### src/rtl/trigger_gen_pkg.sv
// Shared definitions for the UDAR trigger generator and its timing helpers.
package trigger_gen_pkg;

  typedef enum logic [1:0] {
    StIdle  = 2'd0,
    StPulse = 2'd1,
    StHold  = 2'd2
  } state_e;

  localparam int unsigned DefCntLen   = 16;
  localparam int unsigned DefPrescale = 50;

  // Counter width for a modulo-n counter; never narrower than one bit.
  function automatic int unsigned cnt_width(input int unsigned n);
    return (n > 1) ? $clog2(n) : 1;
  endfunction

endpackage

### src/rtl/trigger_gen_if.sv
// Start/busy/done handshake plus trigger pin between controller and trigger_gen.
interface trigger_gen_if #(
  parameter int unsigned CNT_LEN = 16
);
  logic               start;
  logic [CNT_LEN-1:0] width;
  logic [CNT_LEN-1:0] holdoff;
  logic               trig;
  logic               busy;
  logic               done;

  modport master (
    output start, width, holdoff,
    input  trig, busy, done
  );

  modport slave (
    input  start, width, holdoff,
    output trig, busy, done
  );
endinterface

### src/rtl/trigger_gen_tick_div.sv
// Tick prescaler: one-cycle tick every PRESCALE clocks, restartable via clr_i.
module tick_div
  import trigger_gen_pkg::*;
#(
  parameter int unsigned PRESCALE = DefPrescale
) (
  input  logic clk,
  input  logic rst,
  input  logic clr_i,
  output logic tick_o
);

  localparam int unsigned W    = cnt_width(PRESCALE);
  localparam logic [W-1:0] Last = W'(PRESCALE - 1);

  logic [W-1:0] cnt_q, cnt_d;

  // Tick on the last count of each period.
  always_comb begin
    tick_o = (cnt_q == Last);
  end

  // Wrap after the tick; a clear restarts the period from zero.
  always_comb begin
    cnt_d = cnt_q + W'(1);
    if (clr_i || tick_o) begin
      cnt_d = '0;
    end
  end

  // Prescaler count register.
  always_ff @(posedge clk or posedge rst) begin
    if (rst) begin
      cnt_q <= '0;
    end else begin
      cnt_q <= cnt_d;
    end
  end

endmodule

### src/rtl/trigger_gen.sv
// UDAR trigger generator: one programmed-width pulse on trig, then a programmed hold-off.
module trigger_gen
  import trigger_gen_pkg::*;
#(
  parameter int unsigned CNT_LEN  = DefCntLen,
  parameter int unsigned PRESCALE = DefPrescale
) (
  input  logic          clk,
  input  logic          rst,
  trigger_gen_if.slave  ctrl_io
);

  state_e             state_q, state_d;
  logic [CNT_LEN-1:0] cnt_q, cnt_d;
  logic [CNT_LEN-1:0] holdoff_q, holdoff_d;
  logic               trig_q, trig_d;
  logic               done_q, done_d;
  logic               clr;
  logic               tick;
  logic               cycle_end;
  logic               last_tick;

  tick_div #(
    .PRESCALE (PRESCALE)
  ) u_tick_div (
    .clk    (clk),
    .rst    (rst),
    .clr_i  (clr),
    .tick_o (tick)
  );

  // Counter ends on the 1->0 step, so an all-ones operand never wraps.
  assign last_tick = tick && (cnt_q == CNT_LEN'(1));

  // State register.
  always_ff @(posedge clk or posedge rst) begin
    if (rst) begin
      state_q <= StIdle;
    end else begin
      state_q <= state_d;
    end
  end

  // Next state, counter/operand loads and prescaler restart on every state entry.
  always_comb begin
    state_d   = state_q;
    cnt_d     = cnt_q;
    holdoff_d = holdoff_q;
    clr       = 1'b0;
    cycle_end = 1'b0;
    case (state_q)
      StIdle: begin
        if (ctrl_io.start) begin
          clr       = 1'b1;
          holdoff_d = ctrl_io.holdoff;
          if (ctrl_io.width != '0) begin
            state_d = StPulse;
            cnt_d   = ctrl_io.width;
          end else if (ctrl_io.holdoff != '0) begin
            state_d = StHold;
            cnt_d   = ctrl_io.holdoff;
          end else begin
            cycle_end = 1'b1;
          end
        end
      end
      StPulse: begin
        if (tick) begin
          cnt_d = cnt_q - CNT_LEN'(1);
        end
        if (last_tick) begin
          clr = 1'b1;
          if (holdoff_q != '0) begin
            state_d = StHold;
            cnt_d   = holdoff_q;
          end else begin
            state_d   = StIdle;
            cycle_end = 1'b1;
          end
        end
      end
      StHold: begin
        if (tick) begin
          cnt_d = cnt_q - CNT_LEN'(1);
        end
        if (last_tick) begin
          clr       = 1'b1;
          state_d   = StIdle;
          cycle_end = 1'b1;
        end
      end
      default: begin
        state_d = StIdle;
      end
    endcase
  end

  // Registered outputs are derived from the next state so trig is glitch-free.
  always_comb begin
    trig_d          = (state_d == StPulse);
    done_d          = cycle_end;
    ctrl_io.trig    = trig_q;
    ctrl_io.done    = done_q;
    ctrl_io.busy    = (state_q != StIdle);
  end

  // Datapath and output registers.
  always_ff @(posedge clk or posedge rst) begin
    if (rst) begin
      cnt_q     <= '0;
      holdoff_q <= '0;
      trig_q    <= 1'b0;
      done_q    <= 1'b0;
    end else begin
      cnt_q     <= cnt_d;
      holdoff_q <= holdoff_d;
      trig_q    <= trig_d;
      done_q    <= done_d;
    end
  end

endmodule
### src/flat_wrapper.sv
// flat-port wrapper written by rule: the top's interface ports become plain ports
module trigger_gen_flat import trigger_gen_pkg::*;
#(
  parameter int unsigned CNT_LEN  = DefCntLen,
  parameter int unsigned PRESCALE = DefPrescale
)
  (clk, rst, ctrl_io_start, ctrl_io_width, ctrl_io_holdoff, ctrl_io_trig, ctrl_io_busy, ctrl_io_done);
  trigger_gen_if #(.CNT_LEN(CNT_LEN)) ctrl_io_i ();
  input  logic clk;
  input  logic rst;
  input wire logic [$bits(ctrl_io_i.start)-1:0] ctrl_io_start;
  input wire logic [$bits(ctrl_io_i.width)-1:0] ctrl_io_width;
  input wire logic [$bits(ctrl_io_i.holdoff)-1:0] ctrl_io_holdoff;
  output wire logic [$bits(ctrl_io_i.trig)-1:0] ctrl_io_trig;
  output wire logic [$bits(ctrl_io_i.busy)-1:0] ctrl_io_busy;
  output wire logic [$bits(ctrl_io_i.done)-1:0] ctrl_io_done;
  assign ctrl_io_i.start = ctrl_io_start;
  assign ctrl_io_i.width = ctrl_io_width;
  assign ctrl_io_i.holdoff = ctrl_io_holdoff;
  assign ctrl_io_trig = ctrl_io_i.trig;
  assign ctrl_io_busy = ctrl_io_i.busy;
  assign ctrl_io_done = ctrl_io_i.done;
  trigger_gen #(.CNT_LEN(CNT_LEN), .PRESCALE(PRESCALE)) u_core (.clk(clk), .rst(rst), .ctrl_io(ctrl_io_i));
endmodule
### config.mk
export PLATFORM = sky130hd
export DESIGN_NAME = trigger_gen_flat
export DESIGN_NICKNAME = d
export VERILOG_FILES = /design/src/rtl/trigger_gen_pkg.sv /design/src/rtl/trigger_gen_if.sv /design/src/rtl/trigger_gen_tick_div.sv /design/src/rtl/trigger_gen.sv /design/src/flat_wrapper.sv
export SDC_FILE = /design/constraint.sdc
export NUM_CORES = 1
export LEC_CHECK = 0
export BUFFER_PORTS_ARGS = -buffer_cell sky130_fd_sc_hd__buf_2
export CAP_MARGIN = 20
export CORE_MARGIN = 2
export CORE_UTILIZATION = 55
export CTS_CLUSTER_SIZE = 25
export DETAILED_ROUTE_END_ITERATION = 8
export GPL_TIMING_DRIVEN = 0
export MAX_ROUTING_LAYER = met4
export PLACE_DENSITY = 0.77
export SKIP_LAST_GASP = 1
export SYNTH_ARGS = -nofsm -noshare
export SYNTH_HDL_FRONTEND = slang
export SYNTH_HIERARCHICAL = 1
export SYNTH_SLANG_ARGS = --single-unit
### constraint.sdc
create_clock -name clk -period 4.4 [get_ports clk]
set_clock_uncertainty 0.05 [all_clocks]
set_input_delay 1.1 -clock clk [delete_from_list [all_inputs] [get_ports clk]]
set_output_delay 1.1 -clock clk [all_outputs]
set_load 0.02 [all_outputs]
==> impl_metrics.toml <==
[synth]
syn_avg_cell_area_um2 = 9.242
ys_top_cells_by_count = "dfrtp_1 (42), nand3_1 (22), nand2_1 (20)"
synth_ff_type = "dfrtp_1"
ys_seq_area_frac = 0.3488
synth-seq-cells = 42
syn_nets = 369
yosysMostFrequentCell = "dfrtp_1"
synthCells = 326
yosysTopAreaCell = "dfrtp_1"
ys_top_cells_by_area = "dfrtp_1 (35%), mux2_2 (6.0%), a311oi_1 (3.8%)"
synth_top_area_share = 0.3488
ys_warn_count = 6
synth-async-reset-ratio = 1.000
synth_area_um2 = 3013
yosysUniqueCellTypes = 62
synth-edff-count = 0

[sta]
worst_slew_pin_slew_ns = 0.9083
setup_viol = 0
hold_viol_final = 0
max_freq_ghz = 0.3167
maxSlewViolCount = 0
finalCritPeriodShare = 0.7176
relSlewSlack = 0.3788
rsz0062_at_grt = "false"
fin_crit_ns = 3.157
timing.setup.tns_ns = 0

[critical_path]
critPathLaunch = "u_core/u_tick_div/cnt_q[1]"
crit_top_cell = "nor2_1"
cp_top_family = "simple AND/OR/NAND/NOR gates"
r2r-end = "u_core/u_tick_div/cnt_q[4]"
critical_path.max_stage_delay_ns = 0.41
arrival_ns = 3.27
path_depth = 12
r2r-start = "u_core/u_tick_div/cnt_q[1]"
endpoint_kind = "flip-flop"
crit_buf_inv = 3
cp_max_fo = 10
cp_slowest_cell = "dfrtp_1"
reg2reg_slack_ns = 1.24
cp-start-kind = "flip-flop"
required_ns = 4.52
worstPathCellList = "inv_1 -> ha_1 -> nand4b_1 -> nor2_1 -> nor4bb_1 -> and4_1 -> clkbuf_1 -> buf_2 -> nand2_1 -> a21oi_1 -> o21bai_1 -> nor2_1"
path_class = "reg2reg"
r2r_cells = 12

[global_route]
grt_pass1_vias = 2833
grt_start_max_net_pins = 24
grt_pass1_wl_mm = 14.35
antenna_found_initial = 0
overflow = 0
grt_usage = 0.3056

[placed_design]
io_buffers = 37
postPlaceCellArea_um2 = 3313
finalWeightedCongestion = 0.9879
dpl.hpwl_mm = 6.797

[min_path]
hp-class = "reg2reg"
hold_path.startpoint = "u_core/u_tick_div/cnt_q[0]"
holdPathEnd = "u_core/u_tick_div/cnt_q[0]"
whs_path_depth = 1

[clock_network]
htree_levels = 2
postCtsSetupRepairBufs = 0
clk_latency_ns = 0.30
cts_hold_buf = 0
clkSinkCount = 42
root_buffer = "clkbuf_8"
cts_made_buffers = 5
clkSlewWorstSetupHoldPaths_ns = 0.08
clockBufferDepth = 2
cts_tree = "yes"
post_cts_resized = 0

[floorplanning]
dieArea_um2 = 6086
die_h_um = 78.02
fp-row-count = 26
initial_core_util = 0.5788
core_um2 = 5205
io_pins = 38
die_w_um = 78.02

[routing]
drc_errors = 0
wl_mm = 8.858
via_count = 3000
ant_nets = 0
drt_first_pass_iters = 7
drt_iter0_drc = 363
wire_per_inst_um = 20.00
viasPerCell = 6.772

[layout]
post-route-util = 0.6579
area_growth_pct = 13.66
layout-drive-gt1-share = 0.2359
stdcell_area_um2 = 3425
insertedDiodeCount = 0
fin_nets = 415

[power_and_ir_drop]
p_total_w = 0.002499
power_density_nw_per_um2 = 729.8
leakagePower_nw = 1.306
vdd_drop_max_mv = 0.4806

[outcome]
status = "complete, no violations"

[job]
cap_violations = 0
-- per-stage QoR --
step                setup WS, ns  hold slack [ns]  instances
floorplan                  1.380           0.4293        326
global placement           1.108           0.4512        433
detailed placement         1.103           0.4646        434
CTS                        1.338           0.4787        442
global route               1.086           0.5209        443
finish                     1.243           0.4799        443
-- worst max path at each step --
| stage | to |
|---|---|
| floorplan | u_core/cnt_q[15] |
| global placement | u_core/cnt_q[2] |
| detailed placement | u_core/cnt_q[2] |
| CTS | u_core/u_tick_div/cnt_q[4] |
| global route | u_core/u_tick_div/cnt_q[4] |
| finish | u_core/u_tick_div/cnt_q[4] |
-- power by group --
| group | total [W] | leakage (nW) | switching [W] | internal, W |
|---|---|---|---|---|
| registers | 0.000802 | 0.509 | 0.000218 | 0.000583 |
| clock network | 0.000300 | 0.0524 | 0.000130 | 0.000170 |
| logic | 0.00140 | 0.744 | 0.000830 | 0.000567 |
-- per-layer routing --
| metal | GRT usage | share of wire |
|---|---|---|
| met5 | - | 0 |
| met4 | 0.1158 | 0.034 |
| met3 | 0.05172 | 0.089 |
| met2 | 0.4664 | 0.44 |
| met1 | 0.4118 | 0.44 |
-- area by class of cell --
type,instances,area (µm²)
multi-input combinational,247,1790
fill,433,1780
sequential,42,1051
timing repair buffer,39,217.7
buffer,25,126.4
tap,70,87.58
clock buffer,7,76.32
inverter,12,45.04
clock inverter,1,30.03
-- sequential cells by signal, indices dropped and copies added, names as in the netlist --
name                     count
u_core/cnt_q                16
u_core/ctrl_io.done          1
u_core/ctrl_io.trig          1
u_core/holdoff_q            16
u_core/state_q               2
u_core/u_tick_div/cnt_q      6
-- kinds of logic after synthesis --
kind of cell / count (synthesis) / synth area share
AO/OA/AOI/OAI: 99 / 0.2508
XOR/XNOR: 7 / 0.02035
adder cells (fa/ha/maj): 8 / 0.03322
buffers and inverters: 37 / 0.05689
flip-flops: 42 / 0.3488
multiplexers: 17 / 0.06312
AND/OR/NAND/NOR: 116 / 0.2268
-- cells in the final DEF (no fill, tap or decap), drive strengths merged, types with 10 or more instances in the layout --
| master | synthesis | final |
|---|---|---|
| a311oi | 13 | 13 |
| nand2 | 21 | 21 |
| mux2 | 16 | 16 |
| inv | 12 | 12 |
| dfrtp | 42 | 42 |
| nor2 | 13 | 13 |
| nor4 | 15 | 15 |
| buf | 10 | 48 |
| o211ai | 11 | 11 |
| nand3 | 23 | 23 |
| clkbuf | 15 | 23 |
| nor3 | 13 | 13 |
| a21oi | 10 | 10 |
| o21ai | 19 | 19 |
(Power assumes the default switching activity.)
